### config.mk
export PLATFORM = sky130hd
export DESIGN_NAME = seg_scan_driver_flat
export DESIGN_NICKNAME = d
export VERILOG_FILES = /design/src/rtl/seg_scan_driver_pkg.sv /design/src/rtl/seg_scan_driver_if.sv /design/src/rtl/seg_scan_driver_hex7seg_dec.sv /design/src/rtl/seg_scan_driver.sv /design/src/flat_wrapper.sv
export SDC_FILE = /design/constraint.sdc
export NUM_CORES = 1
export LEC_CHECK = 0
export ABC_AREA = 1
export CAP_MARGIN = 20
export CORE_UTILIZATION = 56
export CTS_CLUSTER_DIAMETER = 100
export DETAILED_ROUTE_END_ITERATION = 10
export PLACE_DENSITY = 0.87
export SKIP_LAST_GASP = 1
export SYNTH_ARGS = -nofsm -noshare
export SYNTH_HDL_FRONTEND = slang
export SYNTH_SLANG_ARGS = --single-unit
### constraint.sdc
create_clock -name clk_in -period 6.7 [get_ports clk_in]
set_input_delay 1.675 -clock clk_in [delete_from_list [all_inputs] [get_ports clk_in]]
set_output_delay 1.675 -clock clk_in [all_outputs]
set_load 0.005 [all_outputs]
### src/rtl/seg_scan_driver_pkg.sv
// rtl/seg_scan_driver_pkg.sv - shared segment constants and sizing helpers for the 7-segment scan driver
//
// Contents:
//   DIGITS_MAX     largest supported digit count
//   SEG_0..SEG_F   active-low {g,f,e,d,c,b,a} patterns for hex digits
//   SEG_BLANK      all segments off
//   idx_width()    width of a scan index for a given digit count (min 1)

package seg_scan_driver_pkg;

    localparam int DIGITS_MAX = 8;

    localparam logic [6:0] SEG_0     = 7'b1000000;
    localparam logic [6:0] SEG_1     = 7'b1111001;
    localparam logic [6:0] SEG_2     = 7'b0100100;
    localparam logic [6:0] SEG_3     = 7'b0110000;
    localparam logic [6:0] SEG_4     = 7'b0011001;
    localparam logic [6:0] SEG_5     = 7'b0010010;
    localparam logic [6:0] SEG_6     = 7'b0000010;
    localparam logic [6:0] SEG_7     = 7'b1111000;
    localparam logic [6:0] SEG_8     = 7'b0000000;
    localparam logic [6:0] SEG_9     = 7'b0010000;
    localparam logic [6:0] SEG_A     = 7'b0001000;
    localparam logic [6:0] SEG_B     = 7'b0000011;
    localparam logic [6:0] SEG_C     = 7'b1000110;
    localparam logic [6:0] SEG_D     = 7'b0100001;
    localparam logic [6:0] SEG_E     = 7'b0000110;
    localparam logic [6:0] SEG_F     = 7'b0001110;
    localparam logic [6:0] SEG_BLANK = 7'h7F;

    // A single-digit display still needs a 1-bit index register.
    function automatic int idx_width(input int n);
        return (n > 1) ? $clog2(n) : 1;
    endfunction

endpackage

### src/rtl/seg_scan_driver_if.sv
// rtl/seg_scan_driver_if.sv - display pin bundle (anodes, segments, decimal point)
//
// Signals (all active-low):
//   an   [DIGITS-1:0]  digit anode enables
//   seg  [6:0]         segments {g,f,e,d,c,b,a}
//   dp                 decimal point
// Modports:
//   master  the driver producing the pins
//   slave   the display / observer consuming them

interface seg_scan_driver_if #(
    parameter int DIGITS = 4
) ();
    logic [DIGITS-1:0] an;
    logic [6:0]        seg;
    logic              dp;

    modport master (output an, output seg, output dp);
    modport slave  (input an, input seg, input dp);
endinterface

### src/rtl/seg_scan_driver_hex7seg_dec.sv
// rtl/seg_scan_driver_hex7seg_dec.sv - combinational hex nibble to active-low 7-segment pattern
//
// Ports:
//   nibble  in   4  hex value 0..F
//   seg     out  7  active-low {g,f,e,d,c,b,a}

module hex7seg_dec
    import seg_scan_driver_pkg::*;
(
    input  logic [3:0] nibble,
    output logic [6:0] seg
);

    always_comb begin
        seg = SEG_BLANK;
        case (nibble)
            4'h0: seg = SEG_0;
            4'h1: seg = SEG_1;
            4'h2: seg = SEG_2;
            4'h3: seg = SEG_3;
            4'h4: seg = SEG_4;
            4'h5: seg = SEG_5;
            4'h6: seg = SEG_6;
            4'h7: seg = SEG_7;
            4'h8: seg = SEG_8;
            4'h9: seg = SEG_9;
            4'hA: seg = SEG_A;
            4'hB: seg = SEG_B;
            4'hC: seg = SEG_C;
            4'hD: seg = SEG_D;
            4'hE: seg = SEG_E;
            4'hF: seg = SEG_F;
            default: seg = SEG_BLANK;
        endcase
    end

endmodule

### src/rtl/seg_scan_driver.sv
// rtl/seg_scan_driver.sv - time-multiplexed common-anode 7-segment driver strobed by a divided clock
//
// Parameters:
//   DIGITS    number of digits (1..8)
//   BLANK_LZ  1 = blank leading zero digits (digit 0 never blanked)
// Ports:
//   clk_in   in   1         system clock
//   rst      in   1         synchronous active-high reset
//   clk_div  in   1         divided clock, sampled as data (scan strobe)
//   en       in   1         display enable; 0 = dark, scan index holds
//   value    in   4*DIGITS  packed hex nibbles, nibble i -> digit i
//   dp_mask  in   DIGITS    decimal point request per digit, 1 = lit
//   disp     master         an / seg / dp, all active-low, registered

module seg_scan_driver
    import seg_scan_driver_pkg::*;
#(
    parameter int DIGITS   = 4,
    parameter bit BLANK_LZ = 1'b1
) (
    input  logic                  clk_in,
    input  logic                  rst,
    input  logic                  clk_div,
    input  logic                  en,
    input  logic [4*DIGITS-1:0]   value,
    input  logic [DIGITS-1:0]     dp_mask,
    seg_scan_driver_if.master     disp
);

    localparam int               IDX_W    = idx_width(DIGITS);
    localparam logic [IDX_W-1:0] LAST_IDX = IDX_W'(DIGITS - 1);

    logic [2:0]          sync;
    logic                tick;

    logic [IDX_W-1:0]    idx;
    logic [IDX_W-1:0]    next_idx;
    logic                fresh;
    logic [4*DIGITS-1:0] snap_val;
    logic [DIGITS-1:0]   snap_dp;

    logic                load;
    logic [4*DIGITS-1:0] eff_val;
    logic [DIGITS-1:0]   eff_dp;
    logic [3:0]          cur_nib;
    logic                cur_dp;
    logic                upper_nz;
    logic                blank;
    logic [6:0]          dec_seg;
    logic [DIGITS-1:0]   an_next;

    logic [DIGITS-1:0]   an_q;
    logic [6:0]          seg_q;
    logic                dp_q;

    // clk_div is asynchronous data here; sync[0] absorbs metastability,
    // sync[1]/sync[2] form the rising-edge detector.
    assign tick = sync[1] & ~sync[2];

    // After reset the first strobe shows digit 0 instead of advancing.
    always_comb begin
        next_idx = '0;
        if (fresh) begin
            next_idx = '0;
        end else if (idx == LAST_IDX) begin
            next_idx = '0;
        end else begin
            next_idx = idx + 1'b1;
        end
    end

    // Entering digit 0 starts a new frame: latch value/dp_mask so the
    // whole frame shows one coherent number. On that same update the
    // incoming value is used directly, since the snapshot is not yet loaded.
    assign load    = (next_idx == '0);
    assign eff_val = load ? value   : snap_val;
    assign eff_dp  = load ? dp_mask : snap_dp;

    always_comb begin
        cur_nib  = 4'h0;
        cur_dp   = 1'b0;
        upper_nz = 1'b0;
        an_next  = '1;
        for (int i = 0; i < DIGITS; i++) begin
            if (IDX_W'(i) == next_idx) begin
                cur_nib    = eff_val[4*i +: 4];
                cur_dp     = eff_dp[i];
                an_next[i] = 1'b0;
            end
            // Any nonzero nibble at or above the shown digit keeps it lit.
            if ((IDX_W'(i) >= next_idx) && (eff_val[4*i +: 4] != 4'h0)) begin
                upper_nz = 1'b1;
            end
        end
    end

    assign blank = BLANK_LZ && (next_idx != '0) && !upper_nz;

    hex7seg_dec u_dec (
        .nibble (cur_nib),
        .seg    (dec_seg)
    );

    always_ff @(posedge clk_in) begin
        if (rst) begin
            sync     <= 3'b000;
            idx      <= '0;
            fresh    <= 1'b1;
            snap_val <= '0;
            snap_dp  <= '0;
            an_q     <= '1;
            seg_q    <= SEG_BLANK;
            dp_q     <= 1'b1;
        end else begin
            sync <= {sync[1:0], clk_div};
            if (!en) begin
                an_q  <= '1;
                seg_q <= SEG_BLANK;
                dp_q  <= 1'b1;
            end else if (tick) begin
                idx   <= next_idx;
                fresh <= 1'b0;
                if (load) begin
                    snap_val <= value;
                    snap_dp  <= dp_mask;
                end
                an_q  <= an_next;
                seg_q <= blank ? SEG_BLANK : dec_seg;
                dp_q  <= ~cur_dp;
            end
        end
    end

    assign disp.an  = an_q;
    assign disp.seg = seg_q;
    assign disp.dp  = dp_q;

endmodule

### src/flat_wrapper.sv
// flat-port wrapper written by rule: the top's interface ports become plain ports
module seg_scan_driver_flat import seg_scan_driver_pkg::*;
#(
    parameter int DIGITS   = 4,
    parameter bit BLANK_LZ = 1'b1
)
  (clk_in, rst, clk_div, en, value, dp_mask, disp_an, disp_seg, disp_dp);
  seg_scan_driver_if #(.DIGITS(DIGITS)) disp_i ();
  input  logic clk_in;
  input  logic rst;
  input  logic clk_div;
  input  logic en;
  input  logic [4*DIGITS-1:0] value;
  input  logic [DIGITS-1:0] dp_mask;
  output wire logic [$bits(disp_i.an)-1:0] disp_an;
  output wire logic [$bits(disp_i.seg)-1:0] disp_seg;
  output wire logic [$bits(disp_i.dp)-1:0] disp_dp;
  assign disp_an = disp_i.an;
  assign disp_seg = disp_i.seg;
  assign disp_dp = disp_i.dp;
  seg_scan_driver #(.DIGITS(DIGITS), .BLANK_LZ(BLANK_LZ)) u_core (.clk_in(clk_in), .rst(rst), .clk_div(clk_div), .en(en), .value(value), .dp_mask(dp_mask), .disp(disp_i));
endmodule
==> run metrics, run 1 <==
FF-to-FF path depth=14; global-route wire length before repair=6810 um; layout cell share with drive strength beyond 1=0.111; Worst Path Required=6.95 ns; max-cap violations=0; Arr. time, crit path=3.48 ns; Synth warnings=0; endpoints failing hold=0; GPL Wtd Cong=0.833; starting density of the core=0.590; core area=0.00336 mm2; Nets=354; vias=1949; CTS tree=done; Clock Pin Slew Worst Setup and Hold Paths=0.10 ns; largest net degree at the start of global routing=18; CTS root buf=clkbuf_4; Static Leak=0.00114 uW; status=complete, no violations; Worst slew margin=0.690; GR Overflow Total=0; pre-CTS setup slack=3.16 ns; CP Class=in -> reg; Mapped Cells=292; sequential cell area=661 um2; Worst-Skew Late Latency=0.34 ns; actual slew at the worst max-slew pin=0.465 ns; leading cell types by count after synthesis=nand2_1, inv_1, dfxtp_1; met2 Use GR=0.410; Max Freq=310 MHz; routed wire length=4430 um; worst-case vdd ir drop=143 uV; Crit Path Max Fanout=14; hold depth=2; layout filler cell count=290; syn nets=323; multiplexer share of the synthesized area=0; Avg Inst Size Synth=6.80 um2; count of non-filler cells in the finished layout=370; crit path time final=3.23 ns; post-synthesis sequential area ratio=0.333; vias per cell=5.27; die height=61.5 um; Tcrit/Tclk final=0.482; cell accounting for the most synthesized area=dfxtp_1; Synth cell types=32; crit path launch type=input pin; post-synth top area share=0.333; Pwr Density=181 mW/mm2; top cells by area, synth=dfxtp_1, nand2_1, inv_1, nand3_1, o21ai_0; #FFs+latches synth=33; unrepaired setup endpoints after global routing=false; Post-synth ARST share=0; Synth Area in Compound Gates=0.142; Cells after DPL=362; Post-CTS Hold Buffers=0; GR Util met3=0.0441; drt drc=0; Post-Syn Area=0.00198 mm2; Setup-failing EPs final=0; Final Worst Setup Slack=3.47 ns; Synth Area in XOR/XNOR=0; die area=0.00379 mm2; Synth Area in Adders=0.0441; clk_skew=0.00454 ns; Clock Sinks=33; Synth Flop Type=dfxtp_1; number of gates resized after cts=0; ANT cells=0; # port buffers=35; total CTS buffers=5; TritonRoute pass-1 iters=4; CP endpoint kind=flop; number of global-route vias before repair=1598; Final Max Slew Viols=0; final setup TNS=0 ns; Post-CTS Setup Bufs=0; H-tree Lvls=2; CTS max path bufs=2; Post-synth EDFFs=0; P&R area growth vs syn=21.0%; Final HPWL DP=3280 um; Simple-Gate Fraction of Synth Area=0.363; largest family of logic cells by synthesized area=simple AND/OR/NAND/NOR gates; Top-Level Pins=36; top-count cell post-synth=nand2_1; Final ANT Viol Nets=0; worst hold-check path type=reg -> reg; multi-input logic area=0.00109 mm2; busiest layer in global routing=met2; Wirelength per Cell=12.0 um; All-Layer GR Usage=0.247; Die Wd=61.5 um; Iter 0 DRT Violations=109; M1 GR Usage=0.308; FP Rows=21; initial antenna violation count=0
[path summary, 6_finish.rpt]
| kind | from | endpoint | slack, ns |
|---|---|---|---|
| max reg2reg | u_core.idx[0] | u_core.disp.seg[3] | 4.05 |
| min | u_core.sync[0] | u_core.sync[1] | 0.41 |
| min reg2reg | u_core.sync[0] | u_core.sync[1] | 0.41 |
| max | en | u_core.snap_val[11] | 3.47 |
[cell families after synthesis]
kind of cell               after synthesis
buffers and inverters                   52
AOI/OAI and AO/OA                       51
DFF                                     33
and+or+nand+nor                        149
adders and majority gates                7
[cell type report]
class	instances	share of cell area
clock inverter	1	0.0125
sequential	33	0.275
tap	46	0.0240
timing repair buffer	35	0.146
clock buffer	7	0.0229
multi-input combinational	207	0.453
inverter	41	0.0662
[placed cells by master, fill, tap and decap left out, drive strengths merged, types with 2 or more instances in the layout]
cell           synthesis  final
clkdlybuf4s50          0     35
or2                    3      3
nand4                  2      2
nor2                  22     22
inv                   41     41
a21oi                 18     18
nand2                 93     93
clkbuf                 5      7
dfxtp                 33     33
ha                     7      7
o211ai                 6      6
o21ai                 25     25
nand3                 27     27
[flip-flops by register name (all words and copies together), names as in the netlist]
name             count
u_core.fresh         1
u_core.idx           2
u_core.disp.dp       1
u_core.snap_val     12
u_core.sync          3
u_core.disp.an       4
u_core.snap_dp       3
u_core.disp.seg      7
[power breakdown]
group / switching, uW / internal [uW] / leakage, uW
clock: 67.1 / 89.0 / 0.0000455
combinational: 41.9 / 32.1 / 0.000826
sequential: 2.95 / 202 / 0.000268
[layer usage]
| metal | routed length, um | share of wire |
|---|---|---|
| met1 | 2020 | 0.46 |
| met2 | 2090 | 0.47 |
| met3 | 214 | 0.048 |
| met4 | 106 | 0.024 |
| met5 | 0 | 0 |
[metrics by stage]
step,hold slack (ns),util,total power (uW),instance area (um2)
floorplan,0.388,-,257,1980
global placement,0.394,0.689,281,2320
detailed placement,0.397,0.689,282,2320
CTS,0.413,0.714,437,2400
global route,0.447,0.714,454,2400
finish,0.411,0.714,435,2400
[worst max-delay path: stages]
cell and delay [ns]:
clkdlybuf4s50_1 0.47, inv_1 0.08, nor2_4 0.30, inv_2 0.15, nor2_1 0.26, inv_1 0.23
nand2_1 0.11, o21ai_0 0.09, nand2_1 0.07, inv_1 0.04
Note: power is estimated with default switching activity, not from simulation.
==> inputs of run 2 (changes only) <==
Settings changed: CORE_UTILIZATION 56 to 52, PLACE_DENSITY 0.87 to 0.82.
Clock period 6.7 ns to 3 ns, I/O delays scaled along.
==> run metrics, run 2 (synthesis gave the netlist of run 1 again) <==
status=complete, no violations; Post-CTS Setup Bufs=0 (unchanged); H-tree Lvls=2 (unchanged); Static Leak=0.00116 uW (+1.7%); P&R area growth vs syn=22.7%; largest net degree at the start of global routing=18 (unchanged); Worst Path Required=3.18 ns (-3.77 ns); global-route wire length before repair=7530 um (+11%); vias=1912 (-1.9%); Worst-Skew Late Latency=0.29 ns (-0.05 ns); delay-heaviest family, CP=simple AND/OR/NAND/NOR gates; Die Wd=63.8 um (+3.7%); worst reg2reg path startpoint=u_core.idx[0]; vias per cell=5.11 (-2.9%); CTS root buf=clkbuf_8; Post-CTS Hold Buffers=0 (unchanged); Clock Sinks=33 (unchanged); Crit path buffers/inverters=1 (-4); Top-Level Pins=36 (unchanged); clk_skew=0.00863 ns (+0.00410 ns); crit path time final=2.58 ns; drt drc=0 (unchanged); Crit Path Max Fanout=17 (+3); number of global-route vias before repair=1673 (+4.7%); Iter 0 DRT Violations=77 (-29%); starting density of the core=0.542 (-0.0480); Pwr Density=411 mW/mm2 (+130%); actual slew at the worst max-slew pin=0.507 ns (+0.0418 ns); die height=63.8 um (+3.7%); count of non-filler cells in the finished layout=374 (+1.1%); routed wire length=4460 um (+0.79%); CP cell instances=ha_1 > nand2_4 > nand2_4 > o21ai_1 > nand2_1 > nand2_2 > inv_1 > ha_1 > nand2_1 > a21oi_1 > o21ai_0 > nand2_1; number of flip-flops in the largest register=12 (unchanged); All-Layer GR Usage=0.240 (-0.00688); most common cell after layout, fill and taps aside=nand2_1; FP Rows=22 (+4.8%); worst hold start=u_core.sync[0]; Largest Register=u_core.snap_val; Cells after DPL=366 (+1.1%); crit-path most repeated cell=nand2_1; initial antenna violation count=0 (unchanged); CP max stage cell=ha_1; CTS max path bufs=2 (unchanged); final core utilization=0.665 (-0.0488); worst-case vdd ir drop=299 uV (+110%); unrepaired setup endpoints after global routing=false; CTS tree=done; ANT cells=0 (unchanged); layout cell share with drive strength beyond 1=0.120 (+0.00852); number of gates resized after cts=0 (unchanged); Arr. time, crit path=2.76 ns (-0.72 ns); # port buffers=35 (unchanged); die area=0.00407 mm2 (+7.4%); Setup-failing EPs final=0 (unchanged); TritonRoute pass-1 iters=4 (unchanged); crit path launch type=flop; max-cap violations=0 (unchanged); CP endpoint kind=flop; Final HPWL DP=3230 um (-1.6%); worst hold-check path type=reg -> reg; final setup TNS=0 ns (unchanged); Wirelength per Cell=11.9 um (-0.29%); Worst slew margin=0.662 (-0.0279); core area=0.00366 mm2 (+8.9%); Clock Pin Slew Worst Setup and Hold Paths=0.07 ns (-0.03 ns); Final Max Slew Viols=0 (unchanged); Nets=356 (+0.56%); Final ANT Viol Nets=0 (unchanged); Tcrit/Tclk final=0.862; Tot Pwr=1000 uW (+130%); CP max stage delay=0.41 ns (-0.06 ns); endpoints failing hold=0 (unchanged); CP Class=reg -> reg; GPL Wtd Cong=0.866 (+3.9%); total CTS buffers=5 (unchanged); crit path launch=u_core.idx[0]; GR Overflow Total=0 (unchanged); Max Freq=387 MHz; Post-Route Hold Slack=0.403 ns (-0.00824 ns); commonest non-fill, non-tap cells in the layout=nand2_1, inv_1, clkdlybuf4s50_1
-- run 2: changes by cell type in the layout (fill, tap and decap cells not counted), sizes merged --
cell / delta
bufinv: -1
clkinv: +1
buf: +2
-- run 2: area by class of cell --
cell class	count	area, um2
clock inverters	1	5.00
well taps	48	60.1
inverters	41	159
clock buffers	7	96.3
multi-input cells	207	1090
repair buffers	37	365
flip-flops and latches	33	661
fillers	344	1230
-- run 2: report_power, final --
part	switching, uW	total (uW)	internal [uW]
Sequential	6.17	457	450
Clock	167	375	207
Combinational	95.2	168	72.9
-- run 2: layer usage --
metal | up-vias | GRT usage | wire length, um
li1 | 988 | - | -
met5 | - | 0 | 0
met4 | 0 | 0.0966 | 68
met2 | 47 | 0.399 | 2140
met3 | 6 | 0.0571 | 219
met1 | 871 | 0.296 | 2040
-- run 2: path summary, 6_finish.rpt --
kind / to / slack, ns / depth (start not counted)
max: u_core.disp.seg[6] / 0.42 / 12
min: u_core.sync[1] / 0.40 / 2
min reg2reg: u_core.sync[1] / 0.40 / 2
max reg2reg: u_core.disp.seg[6] / 0.42 / 12
-- run 2: through the flow --
step / setup WS (ns) / cell area (um2)
global route: 0.119 / 2430
floorplan: 0.844 / 1980
finish: 0.415 / 2430
global placement: 0.490 / 2330
CTS: 0.438 / 2430
detailed placement: 0.438 / 2330
-- run 2: tightest hold or removal path, delay by kind of cell, from the launching register on --
kind,cells,cell delay [ns]
buffers and inverters,1,0.04
flip-flops,1,0.30
AND/OR/NAND/NOR,1,0.03
